`src/rtl/regfile_debug_access.sv`:
```
// Debug-host initiator for the core register file: halts the core, does one read or write, and
// returns data/status. Optional write readback is enabled with `define REGFILE_DBG_READBACK_EN.
module regfile_debug_access #(
    parameter int unsigned REGISTER_DEPTH = 32,
    parameter int unsigned HALT_TIMEOUT   = 255
) (
    input  logic        i_clk,
    input  logic        i_resetn,
    input  logic        i_cmd_valid,
    output logic        o_cmd_ready,
    input  logic        i_cmd_write,
    input  logic [4:0]  i_cmd_addr,
    input  logic [31:0] i_cmd_wdata,
    output logic        o_rsp_valid,
    input  logic        i_rsp_ready,
    output logic [31:0] o_rsp_rdata,
    output logic        o_rsp_err,
    output logic        o_halt_req,
    input  logic        i_halt_ack,
    output logic [4:0]  o_rf_a1,
    input  logic [31:0] i_rf_rd1,
    output logic [4:0]  o_rf_a3,
    output logic        o_rf_we,
    output logic [31:0] o_rf_wd
);

    localparam int unsigned CntW = $clog2(HALT_TIMEOUT + 1);

    typedef enum logic [2:0] {
        StIdle,
        StHaltWait,
        StAccess,
        StVerify,
        StResp
    } state_e;

    state_e         r_state;
    logic           r_write;
    logic [4:0]     r_addr;
    logic [31:0]    r_wdata;
    logic [CntW-1:0] r_cnt;
    logic           r_cmd_ready;
    logic           r_rsp_valid;
    logic [31:0]    r_rsp_rdata;
    logic           r_rsp_err;
    logic           r_halt_req;
    logic [4:0]     r_rf_a1;
    logic [4:0]     r_rf_a3;
    logic           r_rf_we;
    logic [31:0]    r_rf_wd;

    logic           w_addr_ok;
    logic [CntW-1:0] w_cnt_inc;

    assign w_addr_ok = 32'(i_cmd_addr) < REGISTER_DEPTH;
    // Saturating so the counter cannot wrap past the timeout value.
    assign w_cnt_inc = (r_cnt == CntW'(HALT_TIMEOUT)) ? r_cnt : r_cnt + CntW'(1);

    always_ff @(posedge i_clk or negedge i_resetn) begin
        if (!i_resetn) begin
            r_state     <= StIdle;
            r_write     <= 1'b0;
            r_addr      <= '0;
            r_wdata     <= '0;
            r_cnt       <= '0;
            r_cmd_ready <= 1'b1;
            r_rsp_valid <= 1'b0;
            r_rsp_rdata <= '0;
            r_rsp_err   <= 1'b0;
            r_halt_req  <= 1'b0;
            r_rf_a1     <= '0;
            r_rf_a3     <= '0;
            r_rf_we     <= 1'b0;
            r_rf_wd     <= '0;
        end else begin
            // Register-file drive is a one-cycle pulse, re-armed only on entry to ACCESS/VERIFY.
            r_rf_a1 <= '0;
            r_rf_a3 <= '0;
            r_rf_we <= 1'b0;
            r_rf_wd <= '0;
            case (r_state)
                StIdle: begin
                    if (i_cmd_valid) begin
                        r_write     <= i_cmd_write;
                        r_addr      <= i_cmd_addr;
                        r_wdata     <= i_cmd_wdata;
                        r_cmd_ready <= 1'b0;
                        if (!w_addr_ok) begin
                            r_rsp_valid <= 1'b1;
                            r_rsp_err   <= 1'b1;
                            r_rsp_rdata <= '0;
                            r_state     <= StResp;
                        end else begin
                            r_halt_req <= 1'b1;
                            r_cnt      <= '0;
                            r_state    <= StHaltWait;
                        end
                    end
                end
                StHaltWait: begin
                    if (i_halt_ack) begin
                        r_state <= StAccess;
                        if (r_write) begin
                            r_rf_we <= 1'b1;
                            r_rf_a3 <= r_addr;
                            r_rf_wd <= r_wdata;
                        end else begin
                            r_rf_a1 <= r_addr;
                        end
                    end else begin
                        r_cnt <= w_cnt_inc;
                        if (w_cnt_inc == CntW'(HALT_TIMEOUT)) begin
                            r_rsp_valid <= 1'b1;
                            r_rsp_err   <= 1'b1;
                            r_rsp_rdata <= '0;
                            r_state     <= StResp;
                        end
                    end
                end
                StAccess: begin
`ifdef REGFILE_DBG_READBACK_EN
                    if (r_write) begin
                        r_rf_a1 <= r_addr;
                        r_state <= StVerify;
                    end else begin
                        r_rsp_valid <= 1'b1;
                        r_rsp_err   <= 1'b0;
                        r_rsp_rdata <= (r_addr != 5'd0) ? i_rf_rd1 : 32'd0;
                        r_state     <= StResp;
                    end
`else
                    r_rsp_valid <= 1'b1;
                    r_rsp_err   <= 1'b0;
                    r_rsp_rdata <= (!r_write && r_addr != 5'd0) ? i_rf_rd1 : 32'd0;
                    r_state     <= StResp;
`endif
                end
                StVerify: begin
                    r_rsp_valid <= 1'b1;
                    r_rsp_rdata <= i_rf_rd1;
                    r_rsp_err   <= (r_addr != 5'd0) && (i_rf_rd1 != r_wdata);
                    r_state     <= StResp;
                end
                StResp: begin
                    if (i_rsp_ready) begin
                        r_rsp_valid <= 1'b0;
                        r_rsp_rdata <= '0;
                        r_rsp_err   <= 1'b0;
                        r_halt_req  <= 1'b0;
                        r_cmd_ready <= 1'b1;
                        r_state     <= StIdle;
                    end
                end
                default: r_state <= StIdle;
            endcase
        end
    end

    assign o_cmd_ready = r_cmd_ready;
    assign o_rsp_valid = r_rsp_valid;
    assign o_rsp_rdata = r_rsp_rdata;
    assign o_rsp_err   = r_rsp_err;
    assign o_halt_req  = r_halt_req;
    assign o_rf_a1     = r_rf_a1;
    assign o_rf_a3     = r_rf_a3;
    assign o_rf_we     = r_rf_we;
    assign o_rf_wd     = r_rf_wd;

endmodule

```
`config.mk`:
```
export PLATFORM = sky130hd
export DESIGN_NAME = regfile_debug_access
export DESIGN_NICKNAME = d
export VERILOG_FILES = /design/src/rtl/regfile_debug_access.sv
export SDC_FILE = /design/constraint.sdc
export NUM_CORES = 1
export LEC_CHECK = 0
export CAP_MARGIN = 5
export CORE_ASPECT_RATIO = 0.75
export CORE_UTILIZATION = 51
export CTS_CLUSTER_DIAMETER = 150
export CTS_CLUSTER_SIZE = 8
export DETAILED_ROUTE_END_ITERATION = 12
export DONT_BUFFER_PORTS = 1
export PLACE_DENSITY = 0.69
export SLEW_MARGIN = 20
export SYNTH_ARGS = -nofsm -noshare
export SYNTH_HDL_FRONTEND = slang
export SYNTH_SLANG_ARGS = --single-unit
```
`constraint.sdc`:
```
create_clock -name i_clk -period 2.3 [get_ports i_clk]
set_clock_uncertainty 0.05 [all_clocks]
set_input_delay 0.46 -clock i_clk [delete_from_list [all_inputs] [get_ports i_clk]]
set_output_delay 0.46 -clock i_clk [all_outputs]
set_load 0.02 [all_outputs]
```
Yosys cells after proc, flatten, opt, wreduce, memory -nomap -nowiden
Index checks and enable logic that the tools add are counted.
{"block": "totals", "reg_bits": 128, "input_bits": 75, "out_inout_bits": 79, "wordCells": 79}
{"block": "classes", "n_addsub": 1, "eq_ne": 12, "mux": 36, "n_reduce_logical": 16}
{"operator": "32-bit 2-to-1 mux", "n": 7}
{"operator": "32-bit case mux with 4 select lines", "n": 1}
{"operator": "32-bit != test", "n": 1}
{"operator": "5-bit 2-to-1 mux", "n": 6}
{"operator": "8-bit 2-to-1 mux", "n": 3}
{"operator": "8-bit equality test, second input constant", "n": 2}
{"operator": "8-bit case mux with 2 select lines", "n": 1}
{"operator": "3-bit 2-to-1 mux", "n": 4}
{"operator": "3-bit case mux with 4 select lines", "n": 1}
{"operator": "1-bit 2-to-1 mux", "n": 9}
{"operator": "3-bit AND reduction", "n": 3}
{"operator": "8-bit by 1-bit adder with 8-bit output, second input constant", "n": 1}
{"operator": "2-bit != test, second input constant", "n": 4}
{"operator": "4-bit AND reduction", "n": 2}
{"operator": "3-bit by 2-bit equality test with 1-bit output, second input constant", "n": 2}
{"operator": "5-bit nonzero test", "n": 1}
{"operator": "1-bit case mux with 2 select lines", "n": 2}
{"operator": "1-bit case mux with 4 select lines", "n": 1}
{"operator": "2-bit nonzero test", "n": 2}
{"operator": "4-bit nonzero test", "n": 1}
{"operator": "3-bit by 1-bit equality test with 1-bit output, second input constant", "n": 1}
{"operator": "3-bit equality test, second input constant", "n": 1}
{"operator": "3-bit logical NOT", "n": 1}
{"operator": "3-bit != test, second input constant", "n": 1}
{"operator": "6 further kinds", "n": 7}

Longest topological paths before layout
Gate-level depths: netlist of run 1.
{"block": "logic_depth", "depth_word": 6, "ltp_mapped": 8, "ltp_nobuf": 6}

Worst setup path before layout of run 1
Ideal clock, no wire load.
{"block": "synth_timing", "kind": "register -> register", "from": "register r_cnt[0]", "to": "register r_rsp_rdata[10], in the netlist o_rsp_rdata[10]", "setup_time_ps": 121, "arrival_ps": 1985, "required_ps": 2129, "setup_slack_ps": 144, "path_stages_with_launch": 9, "path_buffers": 2, "synth_period_minus_slack_ps": 2156, "cell_sequence": "dfrtp_1 > ha_1 > buf_4 > and3_2 > a31o_2 > o211ai_1 > a31oi_4 > buf_6 > a22o_2"}
{"block": "synth_between", "elab_chain_cells": 5, "word_cells_on_any_way": 6, "classes_between": "add/sub: 1; eq/ne: 3; mux: 1; reduce/logical: 1"}
{"item": "start: declaration", "line_no": "41", "source": "logic [CntW-1:0] r_cnt;"}
{"item": "start signal: assignment", "line_no": "111", "source": "r_cnt <= w_cnt_inc;"}
{"item": "8-bit by 1-bit adder with 8-bit output or 8-bit equality test (tied branches)", "line_no": "57", "source": "assign w_cnt_inc = (r_cnt == CntW'(HALT_TIMEOUT)) ? r_cnt : r_cnt + CntW'(1);"}
{"item": "8-bit 2-to-1 mux (*)", "line_no": "57"}
{"item": "8-bit equality test (*)", "line_no": "112", "source": "if (w_cnt_inc == CntW'(HALT_TIMEOUT)) begin"}
{"item": "2-bit != test (no source line) (*)"}
{"item": "4-bit AND reduction (no source line) (*)"}
{"item": "end signal: assignment", "line_no": "134", "source": "r_rsp_rdata <= (!r_write && r_addr != 5'd0) ? i_rf_rd1 : 32'd0;"}
{"item": "end signal: assignment", "line_no": "140", "source": "r_rsp_rdata <= i_rf_rd1;"}
{"item": "end: declaration", "line_no": "44", "source": "logic [31:0] r_rsp_rdata;"}
Mark *: on every way between the ends. The rest lies on a longest branch, timed or not.
A chain may end at the register's enable or synchronous reset.

Worst setup path after layout of run 1
{"block": "layout_timing", "from": "register r_cnt[1]", "to": "register r_rsp_rdata[13], in the netlist o_rsp_rdata[13]"}
Same word-level chain as after synthesis.

==> results.yml, run 1 <==
clock_tree:
  numCtsBuffers: 17
  root_buffer: "clkbuf_16"
  cts_tree: "built"
  clkTransAtPathRegs_ns: 0.06
  h-tree-depth: 4
  cts_sinks: 128
  clkLatencyLatePin_ns: 0.41
  clock_path_buffers: 2
flow_run:
  max_cap_viol_count: 0
drt:
  routedWlPerCell_um: 22.1
  drt-vias-per-instance: 5.90
  num_vias: 3205
  ant_nets: 0
  wl_um: 12000
  firstDrtPassIters: 4
  drc: 0
  drt_iter0_markers: 293
placement:
  port_buffers: 0
  dp_cells: 509
  placedInstanceArea_sq_um: 5380
  place.gp.congestion: 0.907
  dp_hpwl_um: 8030
  place_ws_ns: 0.140
grt:
  globalRouteTotalUtil_pct: 23.5
  grt_pass1_vias: 3311
  grt_max_degree: 129
  grt.overflow.total: 0
  grt_pass1_wl_um: 18200
  antenna_found_initial: 0
floorplan:
  die-area_sq_um: 10600
  design.core.area_sq_um: 9810
  die_x_um: 119
  ios: 154
  die_h_um: 89.6
  start_util_pct: 53.2
  num_rows: 31
finish:
  area_delta_synth_final_pct: 15.8
  drive_above_1_share_pct: 30.7
  stdcell_count: 543
  fillers: 749
  fin_nets: 473
  design_area_sq_um: 6040
timing:
  period_minus_slack_ns: 2.17
  fin_crit_sh_pct: 94.3
  hold_ws_ns: -0.302
  tightest_slew_ns: 0.735
  setup_viol_count_final: 0
  hold_viol_final: 128
  drv_slew: 0
  relSlewSlack_pct: 50.5
  layout_setup_ws_ns: 0.132
  max_freq_ghz: 0.461
synthesis:
  syn_area_per_cell_sq_um: 13.5
  synth_area_leaders: "dfrtp_1, mux2_2, a22o_2"
  seq_area_frac_synth_pct: 61.4
  synth_cells: 388
  yosysWarnings: 0
  synth_edf_count: 0
  synthFlopType: "dfrtp_1"
  ys_types: 52
  synth_fp_nets: 464
  yosys.area.top_type_share_pct: 60.9
  synth_seq_cells: 128
  synth_top_area_cell: "dfrtp_1"
  async_flop_share_pct: 100
  netlist_area_sq_um: 5220
power:
  vdd_drop_max_mv: 0.802
  powerDensity_nw_per_um2: 1480
  p_leak_uw: 0.00287
  total_power_uw: 8960
status:
  status: "finished, violations left"
  violations: "negative hold slack"
worst_setup_path:
  cpMaxStageDelayCell: "dfrtp_1"
  crit_type: "reg -> reg"
  arrival_ns: 2.40
  required_ns: 2.54
  cp_max_fo: 34
  start_kind: "flip-flop"
  critPathCaptureType: "flip-flop"
  crit_chain: "ha_2, nor3b_1, nand4_1, o211ai_1, a31oi_4, buf_12, a22o_2"
  max_stage_delay_ns: 0.43
  reg2reg_depth: 7
worst_hold_path:
  hp-class: "in -> async"
-- critical path: cells and delay by family, from the launching register on --
kind	cells	cell delay, ns
and+or+nand+nor	2	0.37
DFF	1	0.43
AOI/OAI and AO/OA	3	0.62
buffers and inverters	1	0.21
adders and majority gates	1	0.37
-- metal layers --
metal / track usage (%) / vias up / wire, um
li1: - / 1426 / -
met1: 30.6 / 1642 / 5390
met2: 35.0 / 126 / 5560
met3: 9.34 / 11 / 950
met4: 10.5 / 0 / 129
met5: 0 / - / 0
-- final timing paths --
kind / to / slack [ns] / startpoint
setup reg to reg: o_rsp_rdata[13] / 0.13 / r_cnt[1]
hold / removal: o_rf_a1[0] / -0.30 / i_resetn
min in group i_clk: o_rsp_valid / 0.12 / i_rsp_ready
max in group asynchronous: o_cmd_ready / 2.31 / i_resetn
setup / recovery: o_rsp_rdata[13] / 0.13 / r_cnt[1]
hold reg to reg: o_rf_a1[4] / 0.47 / r_addr[4]
-- where the power goes --
group | switching, uW | leakage [uW] | internal (uW)
clock | 985 | 0.000314 | 1960
sequential | 975 | 0.00165 | 2970
combinational | 1020 | 0.000903 | 1060
-- synth_stat cells (all sizes together) (3+ instances only) --
master,instances
nor4,9
nor2,8
a21oi,7
a31oi,3
nand3,4
and2,6
a22o,32
buf,9
and3,39
clkbuf,12
nor3,9
nand4,4
dfrtp,127
inv,5
nand2,12
mux2,38
xor2,32
-- layout make-up --
type | instances | area, sq um | share of cell area (%)
multi-input cells | 233 | 1870 | 30.9
diodes | 1 | 2.50 | 0.0414
clock buffers | 19 | 443 | 7.33
flip-flops and latches | 128 | 3200 | 53.0
well taps | 132 | 165 | 2.73
inverters | 5 | 18.8 | 0.311
repair buffers | 12 | 128 | 2.11
clock inverters | 13 | 210 | 3.48
-- sequential cells by signal, indices dropped and copies added (netlist names) --
name	cells
o_rsp_valid	1
r_state	3
o_rf_a3	5
o_rf_wd	32
r_addr	5
o_rf_a1	5
o_rf_we	1
r_write	1
o_cmd_ready	1
r_wdata	32
o_rsp_rdata	32
o_halt_req	1
r_cnt	8
o_rsp_err	1
-- timing repair --
item	CTS	global route
endpoints found under the hold margin	128	128
setup endpoints to repair	0	31
setup buffers	0	1
resized for setup	0	1
-- logic make-up (layout without fill, tap and decap cells) --
group                      after synthesis  count (layout)  synth area share (%)
DFF                                    128             128                  61.4
and+or+nand+nor                        102             102                  11.5
AOI/OAI and AO/OA                       58              58                  9.83
muxes                                   40              40                  8.58
xor gates and xnor gates                32              32                  5.37
buffers and inverters                   27              49                  3.07
adders and majority gates                1               1                 0.240
other                                    0               1                     0
-- metrics by stage --
step                      hold slack [ns]  util, %  TNS [ns]
final                              -0.302     61.6         0
after global routing               -0.332     61.5   -0.0142
after CTS                          -0.319     61.4         0
after detailed placement            0.117     54.8         0
after global placement              0.118     54.8         0
after floorplan                     0.114        -         0
-- placed cells by master (no fill, tap or decap), drive strengths merged, types with 7 or more instances in the layout --
master	count
xor2	32
buf	12
nor2	8
clkbuf	19
nand2	12
dfrtp	127
a22o	32
and3	39
nor4	9
a21oi	7
mux2	38
nor3	9
Note: power is estimated with default switching activity, not from simulation.
==> inputs of run 2 (changes only) <==
- CTS_CLUSTER_DIAMETER: 150 -> 100
==> results of run 2 <==
Same layout as run 1: the final DEF is identical, and so are final timing and power.
==> inputs of run 3 (changes only) <==
- CTS_CLUSTER_SIZE: 8 -> not set
==> results of run 3 <==
Same layout as run 1: the final DEF is identical, and so are final timing and power.
